<file path="src/rtl/slot_pkg.sv">
// Shared slot-machine definitions: symbol width, reel count, spin FSM states.
// Used by reel_spin_controller and by the downstream calculate_result block.
package slot_pkg;

  localparam int SYMBOL_W  = 3;
  localparam int NUM_REELS = 3;

  typedef logic [SYMBOL_W-1:0] symbol_t;

  typedef enum logic [2:0] {
    ST_IDLE     = 3'd0,
    ST_SPIN_ALL = 3'd1,
    ST_SPIN_23  = 3'd2,
    ST_SPIN_3   = 3'd3,
    ST_RESULT   = 3'd4
  } slot_state_e;

  function automatic logic is_spin_state(input slot_state_e s);
    return (s == ST_SPIN_ALL) || (s == ST_SPIN_23) || (s == ST_SPIN_3);
  endfunction

endpackage

</file>
<file path="src/rtl/reel_spin_controller_reel_counter.sv">
// One reel: a 3-bit symbol that advances by STEP (mod 8) on each enabled cycle.
module reel_counter
  import slot_pkg::*;
#(
  parameter int STEP = 1
) (
  input  logic    clk,
  input  logic    rst_n,
  input  logic    enable,
  output symbol_t symbol
);

  symbol_t symbol_q, symbol_d;

  // NOTE: every always_comb output gets a default first, so no path can infer a latch.
  always_comb begin
    symbol_d = symbol_q;
    if (enable) symbol_d = symbol_q + SYMBOL_W'(STEP);
  end

  // NOTE: state registers use non-blocking assignments so all flops update together.
  always_ff @(posedge clk or negedge rst_n) begin
    if (!rst_n) symbol_q <= '0;
    else        symbol_q <= symbol_d;
  end

  assign symbol = symbol_q;

endmodule

</file>
<file path="src/rtl/reel_spin_controller.sv">
// Three-reel spin controller: tick divider, stop sequencing FSM, result pulse.
// Optional auto-stop after AUTO_STOP_TICKS idle ticks when SLOT_AUTO_STOP_EN is defined.
module reel_spin_controller
  import slot_pkg::*;
#(
  parameter int TICK_DIV = 2500000,
  parameter int STEP_1   = 1,
  parameter int STEP_2   = 3,
  parameter int STEP_3   = 5
`ifdef SLOT_AUTO_STOP_EN
  ,
  parameter int AUTO_STOP_TICKS = 64
`endif
) (
  input  logic                 clk,
  input  logic                 rst_n,
  input  logic                 spin,
  input  logic                 stop,
  output logic [SYMBOL_W-1:0]  card_1,
  output logic [SYMBOL_W-1:0]  card_2,
  output logic [SYMBOL_W-1:0]  card_3,
  output logic                 spinning,
  output logic [NUM_REELS-1:0] reel_stopped,
  output logic                 result_valid
);

  localparam int             CNT_W     = $clog2(TICK_DIV);
  localparam logic [CNT_W-1:0] TICK_LAST = CNT_W'(TICK_DIV - 1);

  slot_state_e          state_q, state_d;
  logic [CNT_W-1:0]     tick_cnt_q, tick_cnt_d;
  logic [NUM_REELS-1:0] reel_stopped_q, reel_stopped_d;
  logic                 spinning_q, spinning_d;
  logic                 tick;
  logic                 stop_req;
  logic [NUM_REELS-1:0] reel_en;

  assign tick = is_spin_state(state_q) && (tick_cnt_q == TICK_LAST);

`ifdef SLOT_AUTO_STOP_EN
  localparam int              IDLE_W    = $clog2(AUTO_STOP_TICKS + 1);
  localparam logic [IDLE_W-1:0] IDLE_LAST = IDLE_W'(AUTO_STOP_TICKS - 1);

  logic [IDLE_W-1:0] idle_cnt_q, idle_cnt_d;

  // The tick that would bring the idle count to AUTO_STOP_TICKS acts as the stop.
  assign stop_req = stop | (tick && (idle_cnt_q == IDLE_LAST));

  always_comb begin
    idle_cnt_d = idle_cnt_q;
    if (!is_spin_state(state_q) || stop_req) idle_cnt_d = '0;
    else if (tick)                           idle_cnt_d = idle_cnt_q + 1'b1;
  end

  always_ff @(posedge clk or negedge rst_n) begin
    if (!rst_n) idle_cnt_q <= '0;
    else        idle_cnt_q <= idle_cnt_d;
  end
`else
  assign stop_req = stop;
`endif

  always_comb begin
    state_d        = state_q;
    reel_stopped_d = reel_stopped_q;
    spinning_d     = spinning_q;
    result_valid   = 1'b0;
    case (state_q)
      ST_IDLE: if (spin) begin
        state_d        = ST_SPIN_ALL;
        reel_stopped_d = 3'b000;
        spinning_d     = 1'b1;
      end
      ST_SPIN_ALL: if (stop_req) begin
        state_d        = ST_SPIN_23;
        reel_stopped_d = 3'b001;
      end
      ST_SPIN_23: if (stop_req) begin
        state_d        = ST_SPIN_3;
        reel_stopped_d = 3'b011;
      end
      ST_SPIN_3: if (stop_req) begin
        state_d        = ST_RESULT;
        reel_stopped_d = 3'b111;
        spinning_d     = 1'b0;
      end
      ST_RESULT: begin
        result_valid = 1'b1;
        state_d      = ST_IDLE;
      end
      default: state_d = ST_IDLE;
    endcase
  end

  // Counter only runs while staying inside the spin states; entry and exit clear it.
  always_comb begin
    tick_cnt_d = '0;
    if (is_spin_state(state_q) && is_spin_state(state_d))
      tick_cnt_d = tick ? '0 : tick_cnt_q + 1'b1;
  end

  always_ff @(posedge clk or negedge rst_n) begin
    if (!rst_n) begin
      state_q        <= ST_IDLE;
      tick_cnt_q     <= '0;
      reel_stopped_q <= 3'b111;
      spinning_q     <= 1'b0;
    end else begin
      state_q        <= state_d;
      tick_cnt_q     <= tick_cnt_d;
      reel_stopped_q <= reel_stopped_d;
      spinning_q     <= spinning_d;
    end
  end

  // Using the next-cycle stopped mask keeps a reel frozen on the tick it is stopped.
  assign reel_en = {NUM_REELS{tick}} & ~reel_stopped_d;

  reel_counter #(.STEP(STEP_1)) u_reel_1 (.clk(clk), .rst_n(rst_n), .enable(reel_en[0]), .symbol(card_1));
  reel_counter #(.STEP(STEP_2)) u_reel_2 (.clk(clk), .rst_n(rst_n), .enable(reel_en[1]), .symbol(card_2));
  reel_counter #(.STEP(STEP_3)) u_reel_3 (.clk(clk), .rst_n(rst_n), .enable(reel_en[2]), .symbol(card_3));

  assign spinning     = spinning_q;
  assign reel_stopped = reel_stopped_q;

endmodule

</file>
<file path="config.mk">
export PLATFORM = sky130hd
export DESIGN_NAME = reel_spin_controller
export DESIGN_NICKNAME = d
export VERILOG_FILES = /design/src/rtl/slot_pkg.sv /design/src/rtl/reel_spin_controller_reel_counter.sv /design/src/rtl/reel_spin_controller.sv
export SDC_FILE = /design/constraint.sdc
export NUM_CORES = 1
export LEC_CHECK = 0
export CAP_MARGIN = 30
export CORE_MARGIN = 5
export CORE_UTILIZATION = 55
export DETAILED_ROUTE_END_ITERATION = 16
export HOLD_SLACK_MARGIN = 0.1
export PLACE_DENSITY = 0.79
export SYNTH_ARGS = -nofsm -noshare
export SYNTH_HDL_FRONTEND = slang
export SYNTH_SLANG_ARGS = --single-unit
</file>
<file path="constraint.sdc">
create_clock -name clk -period 3 [get_ports clk]
set_clock_uncertainty 0.15 [all_clocks]
set_input_delay 0.45 -clock clk [delete_from_list [all_inputs] [get_ports clk]]
set_output_delay 0.45 -clock clk [all_outputs]
set_load 0.005 [all_outputs]
</file>
== Word level (Yosys, flattened, before mapping) ==
Index checks and enable logic that the tools add are counted.

* Register bits after elaboration: 38
* Output and inout port bits: 14
* Word-level logic and storage cells: 48

* Add/sub/neg operators: 4
* Equality and inequality tests: 10
* Muxes and demuxes: 16
* Bitwise gates (word level): 2
* Reductions and logical operators: 9

{| class="wikitable"
|+ Operators by type and width
! kind !! count
|-
| 2-to-1 mux 22 bit || 2
|-
| 2-to-1 mux 3 bit || 8
|-
| case mux 3 bit (4 select lines) || 2
|-
| adder 22 x 1 -> 22 bit, second input constant || 1
|-
| equality test 22 bit, second input constant || 1
|-
| equality test 3 x 2 -> 1 bit, second input constant || 4
|-
| equality test 3 x 1 -> 1 bit, second input constant || 2
|-
| logical OR 1 bit || 4
|-
| != test 2 bit, second input constant || 2
|-
| adder 3 x 1 -> 3 bit, second input constant || 1
|-
| adder 3 x 2 -> 3 bit, second input constant || 1
|-
| adder 3 bit, second input constant || 1
|-
| bitwise AND 3 bit || 1
|-
| equality test 3 bit, second input constant || 1
|-
| zero test 3 bit || 1
|-
| 2-to-1 mux 1 bit || 3
|-
| inverter 3 bit || 1
|-
| AND reduction 3 bit || 1
|-
| logical AND 1 bit || 2
|-
| case mux 1 bit (2 select lines) || 1
|-
| nonzero test 2 bit || 1
|}

== Depth between registers and ports, before layout ==
Gate-level depths: netlist (run 1).

* Depth in word-level cells: 7
* Mapped depth: 6
* Mapped depth without buffers: 5

== Hierarchy ==
From an unflattened synthesis (run 1), not the netlist that was laid out.

* Cell total of the unflattened synthesis: 190
* Area total of the unflattened synthesis: 1910.6 um2

{| class="wikitable"
|+ Modules (own cells, without submodules)
! module !! instances !! cells each !! area an instance (um2) !! sequential area each (um2)
|-
| reel_spin_controller || 1 || 163 || 1532.7 || 729.4
|-
| reel_counter at u_reel_2 || 1 || 11 || 127.6 || 75.1
|-
| reel_counter at u_reel_3 || 1 || 8 || 126.4 || 75.1
|-
| reel_counter at u_reel_1 || 1 || 8 || 123.9 || 75.1
|}

== Worst setup path before layout (run 1) ==
OpenSTA, ideal clock, no wires.

* Path type: register -> register
* From: register tick_cnt_q[0]
* To: register tick_cnt_q[20]
* Setup time: 73 ps
* Arrival: 2038 ps
* Data required time: 2777 ps
* Slack: 739 ps
* Stages on the path, launching flop included: 7
* Path buffers: 1
* Path through: dfrtp_1 -> ha_1 -> nand4_2 -> or4_1 -> buf_2 -> or4_4 -> a21oi_2

* Longest elaborated chain between the ends: 4

{| class="wikitable"
|+ Ends and longest elaborated chain
! element !! line !! RTL
|-
| from (decl) || reel_spin_controller.sv:31 || <nowiki>logic [CNT_W-1:0] tick_cnt_q, tick_cnt_d;</nowiki>
|-
| from (signal assigned) || reel_spin_controller.sv:110 || <nowiki>tick_cnt_q <= tick_cnt_d;</nowiki>
|-
| parallel branches: the longest is 2 deep, another holds adder 22 x 1 -> 22 bit || -- ||
|-
| 2-to-1 mux 22 bit (*) || reel_spin_controller.sv:99 || <nowiki>tick_cnt_d = tick ? '0 : tick_cnt_q + 1'b1;</nowiki>
|-
| 2-to-1 mux 22 bit (*) || reel_spin_controller.sv:98 || <nowiki>if (is_spin_state(state_q) && is_spin_state(state_d))</nowiki>
|-
| net tick_cnt_d[20] || reel_spin_controller.sv:31 ||
|}

Mark *: on every way through the listed nets, which the timed path passes.
A chain may end at the register's enable or synchronous reset.

== Worst setup path in the final report (run 1) ==
Same ends and word-level chain as after synthesis.

==> results.ini, run 1 <==
[placement]
port_buffers = 17
dpl.hpwl_um = 2624
finalWeightedCongestion = 0.8416
placed_area_mm2 = 0.002121
placed_cells = 247

[worst_setup_path]
r2r_cells = 5
reg2reg_slack_ns = 0.60
critical_path.endpoint_type = register
arrival_ns = 2.54
required_ns = 3.13
critical_path_class = reg2reg
start_kind = register
crit_fanout = 7
r2r-end = tick_cnt_q[20]
reg2reg_from = tick_cnt_q[0]

[global_routing]
grt_max_degree = 39
grt_use_total_pct = 18.60
grt_pass1_vias = 1462
antenna_found_initial = 0
grt.overflow.total = 0
grt_pass1_wl_um = 6555

[timing]
worst_pin_slew_ns = 0.6737
finalHoldViolCount = 0
setup_viol = 0
fin_crit_sh_pct = 80.15
slew_headroom_pct = 54.74
slew_violations = 0
rsz0062_at_grt = false
fmaxAchievable_mhz = 415.9
min_period_ns = 2.404
fin_setup_tns_ns = 0

[clock_tree]
clk_path_buf_depth = 2
cts_setup_buffers = 0
cts_root_buffer = clkbuf_4
cts_buffers = 5
cts_tree = done
clock_latency_ns = 0.35
clk_pin_slew_ns = 0.11
ctsHoldBuffers = 0
clock_sinks = 38
htree_levels = 2
cts_resized = 0

[synth]
synth.ff_latch_count = 38
syn_area_per_cell_um2 = 10.10
synthTopCellsByCount = dfrtp_1, nor2_1, xnor2_1
synth_most_common_cell = dfrtp_1
synth_top_cell_area_share_pct = 45.90
synth_nets = 197
yosysUniqueCellTypes = 43
netlist_top_cells_area = dfrtp_1, xnor2_1, nor2_1, dfstp_2, xor2_1
synthArstFlopShare_pct = 100.0
synth_top_area_cell = dfrtp_1
yosys_warnings = 0
synth_edf_count = 0
synth_cells = 189
syn_area_mm2 = 0.001908
seq_area_frac_synth_pct = 50.03
synthFlopType = dfrtp_1

[die]
fp.dieArea_mm2 = 0.004747
die_w_um = 68.90
fp.dieH_um = 68.90
rows = 21
io_pins = 18
start_util_pct = 57.18
core_mm2 = 0.003337

[status]
outcome = complete, no violations

[worst_hold_path]
hold_depth = 1
min_from = u_reel_1.symbol[2]
hp-class = reg2reg
min_to = u_reel_1.symbol[2]

[layout]
layout.cells.non_filler = 255
areaGrowthSynthToFinish_pct = 14.49
drive_gt1_share_pct = 11.48
num-nets-final = 216
diodes = 0
design_area_mm2 = 0.002185
final_util_pct = 65.47

[power_and_ir_drop]
p_total_mw = 1.270
peakVddDrop_mv = 0.4878
p_seq_share_pct = 53.0
p_leak_nw = 0.8928
pwr-share-clk_pct = 22.3
pwr-share-comb_pct = 24.7
switching_power_mw = 0.4355
intPower_mw = 0.8342
power_density_mw_per_mm2 = 581.2
swShare_pct = 34.30

[routing]
routedWlPerCell_um = 14.05
route.antenna.remaining_nets = 0
routed_via_density = 5.702
drc = 0
via_count = 1454
first_iter_violations = 122
first_pass_iters = 4
finalWirelength_um = 3583

[run]
cap_viol_max_count = 0

-- placed cells by master (no fill, tap or decap), drive strengths merged, types with 2 or more instances in the layout --
master,count
dfrtp,35
nor2,28
clkdlybuf4s50,17
xnor2,14
nand2,10
a21oi,8
nand4,8
o21ai,7
nand3,7
nor4,7
xor2,6
inv,6
clkbuf,6
or4,5
ha,4
or3,4
nor2b,3
nor3,3
o31ai,3
dfstp,3
mux2i,2
o2111ai,2
o211ai,2
buf,2
or4b,2
mux2,2
-- state kept, by name, summed over array words and instances (netlist names) --
name	flops
u_reel_2.symbol	3
reel_stopped	3
tick_cnt_q	22
u_reel_3.symbol	3
state_q	3
spinning	1
u_reel_1.symbol	3
-- cells by family (layout without fill, tap and decap cells) --
group | count (synthesis) | after routing | synth area share, %
AOI/OAI and AO/OA | 26 | 26 | 8.721
xor gates and xnor gates | 20 | 20 | 9.180
adders and majority gates | 4 | 4 | 2.623
buffers and inverters | 13 | 33 | 2.754
DFF | 38 | 38 | 50.03
muxes | 4 | 4 | 2.229
and+or+nand+nor | 84 | 84 | 24.46
-- power groups by stage --
stage | sequential [mW] | combinational, mW | clock, mW
after floorplan | 0.638 | 0.246 | 0
after global placement | 0.677 | 0.312 | 0
after detailed placement | 0.680 | 0.318 | 0
after CTS | 0.672 | 0.318 | 0.294
after global routing | 0.687 | 0.358 | 0.315
final | 0.673 | 0.314 | 0.283
-- worst max-delay path, stage by stage, from the launching register on --
cell,delay [ns]
dfrtp_1,0.40
ha_1,0.25
nand4_2,0.17
or4_1,0.67
or4_4,0.56
a21oi_2,0.14
-- per-layer routing --
layer / wire length, um / track usage (%)
met2: 1816 / 31.55
met5: 0 / 0
met4: 80 / 7.786
met3: 144 / 4.538
met1: 1542 / 22.48
-- worst max path at each step --
stage	start	to	slack, ns	cells past startpoint
final	tick_cnt_q[0]	tick_cnt_q[20]	0.60	5
after global routing	tick_cnt_q[0]	tick_cnt_q[20]	0.47	5
after global placement	tick_cnt_q[11]	u_reel_3.symbol[1]	0.68	4
after floorplan	tick_cnt_q[0]	tick_cnt_q[20]	0.74	6
after CTS	tick_cnt_q[0]	tick_cnt_q[20]	0.59	5
after detailed placement	tick_cnt_q[11]	u_reel_3.symbol[1]	0.62	4
-- layout make-up --
| type | instances | area [um2] |
|---|---|---|
| fill | 279 | 1152 |
| sequential | 38 | 954.7 |
| multi-input combinational | 138 | 900.9 |
| timing repair buffer | 19 | 185.2 |
| tap | 46 | 57.56 |
| clock buffer | 6 | 51.30 |
| inverter | 6 | 22.52 |
| clock inverter | 2 | 12.51 |
-- stage by stage --
stage	setup WS (ns)	hold slack, ns
2_1_floorplan	0.7389	0.004409
3_5_place_dp	0.6201	0.3125
6_report	0.5956	0.3329
3_3_place_gp	0.6753	0.3133
5_1_grt	0.4693	0.3655
4_1_cts	0.5931	0.3401
Power figures use the tool's default switching activity.
==> inputs of run 2 (changes only) <==
clock period = 2.44 ns   (was 3 ns; I/O delays follow)
==> results.ini, run 2 (same netlist as run 1, synthesis figures left out) <==
[status]
outcome = complete, no violations

[placement]
finalWeightedCongestion = 0.8545  ; +1.5%
pre_cts_ws_ns = 0.07639  ; -0.5437 ns
placed_area_mm2 = 0.002193  ; +3.4%
port_buffers = 17  ; unchanged
dpl.hpwl_um = 2792  ; +6.4%

[routing]
routedWlPerCell_um = 15.27  ; +8.6%
route.antenna.remaining_nets = 0  ; unchanged
drc = 0  ; unchanged
finalWirelength_um = 4015  ; +12%
first_pass_iters = 4  ; unchanged
first_iter_violations = 135  ; +11%
via_count = 1530  ; +5.2%
routed_via_density = 5.817  ; +2.0%

[power_and_ir_drop]
p_total_mw = 1.846  ; +45%
p_seq_share_pct = 43.8  ; -9.2 points
p_leak_nw = 0.9568  ; +7.2%
swShare_pct = 31.76  ; -2.5 points
pwr-share-clk_pct = 29.7  ; +7.4 points
switching_power_mw = 0.5863  ; +35%
peakVddDrop_mv = 0.6196  ; +27%
intPower_mw = 1.260  ; +51%
pwr-share-comb_pct = 26.5  ; +1.8 points
power_density_mw_per_mm2 = 801.4  ; +38%

[worst_setup_path]
reg2reg_slack_ns = 0.1  ; -0.50 ns
start_kind = register
r2r-end = u_reel_3.symbol[1]
required_ns = 2.55  ; -0.58 ns
reg2reg_from = tick_cnt_q[9]
timing.critical_path.from = tick_cnt_q[9]
arrival_ns = 2.45  ; -0.09 ns
crit_fanout = 7  ; unchanged
r2r_cells = 4  ; -1
critical_path.endpoint_type = register
crit_path_end = u_reel_3.symbol[1]
critical_path_class = reg2reg

[worst_hold_path]
hp-class = in2async

[clock_tree]
clock_sinks = 38  ; unchanged
cts_buffers = 5  ; unchanged
htree_levels = 2  ; unchanged
clk_pin_slew_ns = 0.13  ; +0.02 ns
clock_latency_ns = 0.36  ; about the same
clk_path_buf_depth = 2  ; unchanged
cts_tree = done
cts_root_buffer = clkbuf_4
cts_setup_buffers = 0  ; unchanged

[timing]
slew_violations = 0  ; unchanged
setup_viol = 0  ; unchanged
slew_headroom_pct = 66.66  ; +12 points
fin_setup_tns_ns = 0  ; unchanged
finalHoldViolCount = 0  ; unchanged
worst_pin_slew_ns = 0.4955  ; -0.1782 ns
min_period_ns = 2.340  ; -0.06395 ns
fmaxAchievable_mhz = 427.3  ; +2.7%
fin_crit_sh_pct = 95.92  ; +16 points
fin_ws_ns = 0.09953  ; -0.4961 ns
rsz0062_at_grt = false

[die]
fp.dieArea_mm2 = 0.004747  ; unchanged
core_mm2 = 0.003337  ; unchanged
io_pins = 18  ; unchanged
fp.dieH_um = 68.90  ; unchanged
rows = 21  ; unchanged
die_w_um = 68.90  ; unchanged
start_util_pct = 57.18  ; unchanged

[global_routing]
grt_pass1_vias = 1519  ; +3.9%
grt_use_total_pct = 20.22  ; +1.6 points
grt_max_degree = 39  ; unchanged
grt.overflow.total = 0  ; unchanged
antenna_found_initial = 0  ; unchanged
grt_pass1_wl_um = 6920  ; +5.6%

[layout]
num-nets-final = 224  ; +3.7%
diodes = 0  ; unchanged
drive_gt1_share_pct = 15.21  ; +3.7 points
design_area_mm2 = 0.002303  ; +5.4%
final_cell_mix = dfrtp_1, nor2_1, clkdlybuf4s50_1
areaGrowthSynthToFinish_pct = 20.72
final_util_pct = 69.03  ; +3.6 points
final_common_cell = dfrtp_1
largest_reg_flops = 22  ; unchanged
fillers = 270  ; -3.2%
top_register = tick_cnt_q

[run]
cap_viol_max_count = 0  ; unchanged

[run 2: changes by cell type in the layout (fill, tap and decap cells not counted)]
cell,previous run,this run
buf_4,2,9
bufinv_16,0,2
buf_12,0,1
clkbuf_8,1,0
clkinv_2,1,0
clkinv_4,0,1
clkinvlp_4,1,0
or4_1,4,3
or4_4,1,2
[run 2: timing repair]
action / in CTS / in global routing
endpoints found under the setup margin: 0 / 2
hold buffers: 0 / 0
gates resized for setup: 0 / 1
[run 2: layer usage]
metal / share of wire [%] / GRT usage [%] / up-vias
li1: - / - / 724
met1: 43 / 24.82 / 754
met2: 50 / 31.43 / 44
met3: 4.7 / 6.483 / 8
met4: 2.1 / 11.19 / 0
met5: 0 / 0 / -
[run 2: final cells by class]
cell class	instances	area [um2]	share of cell area (%)
clock buffer	5	37.54	1.630
inverter	6	22.52	0.9777
clock inverter	3	68.82	2.988
timing repair buffer	27	257.7	11.19
tap	46	57.56	2.499
multi-input combinational	138	904.6	39.27
sequential	38	954.7	41.44
[run 2: worst min-delay path by stage]
stage | start | end | slack, ns | depth (start not counted)
after floorplan | rst_n | spinning | -0.08 | 0
after global placement | u_reel_3.symbol[2] | u_reel_3.symbol[2] | 0.31 | 1
after detailed placement | u_reel_1.symbol[2] | u_reel_1.symbol[2] | 0.32 | 1
after CTS | rst_n | tick_cnt_q[20] | 0.26 | 2
after global routing | rst_n | state_q[0] | 0.28 | 2
final | rst_n | tick_cnt_q[20] | 0.25 | 2
[run 2: critical path, stage by stage, from the launching register on]
cell     delay (ns)
dfrtp_1        0.48
or4_1          0.61
nor4_4         0.40
nand4_1        0.23
mux2_1         0.35
[run 2: power groups by stage]
stage	Clock [mW]	Sequential, mW	Combinational [mW]
floorplan	0	0.784	0.303
global placement	0	0.812	0.470
detailed placement	0	0.817	0.485
CTS	0.556	0.805	0.491
global route	0.590	0.821	0.548
finish	0.549	0.809	0.489
[run 2: per-stage QoR]
step	hold slack, ns	std cells
5_1_grt	0.2817	263
3_5_place_dp	0.3155	255
3_3_place_gp	0.3113	255
2_1_floorplan	-0.07959	189
4_1_cts	0.2607	263
6_report	0.2538	263
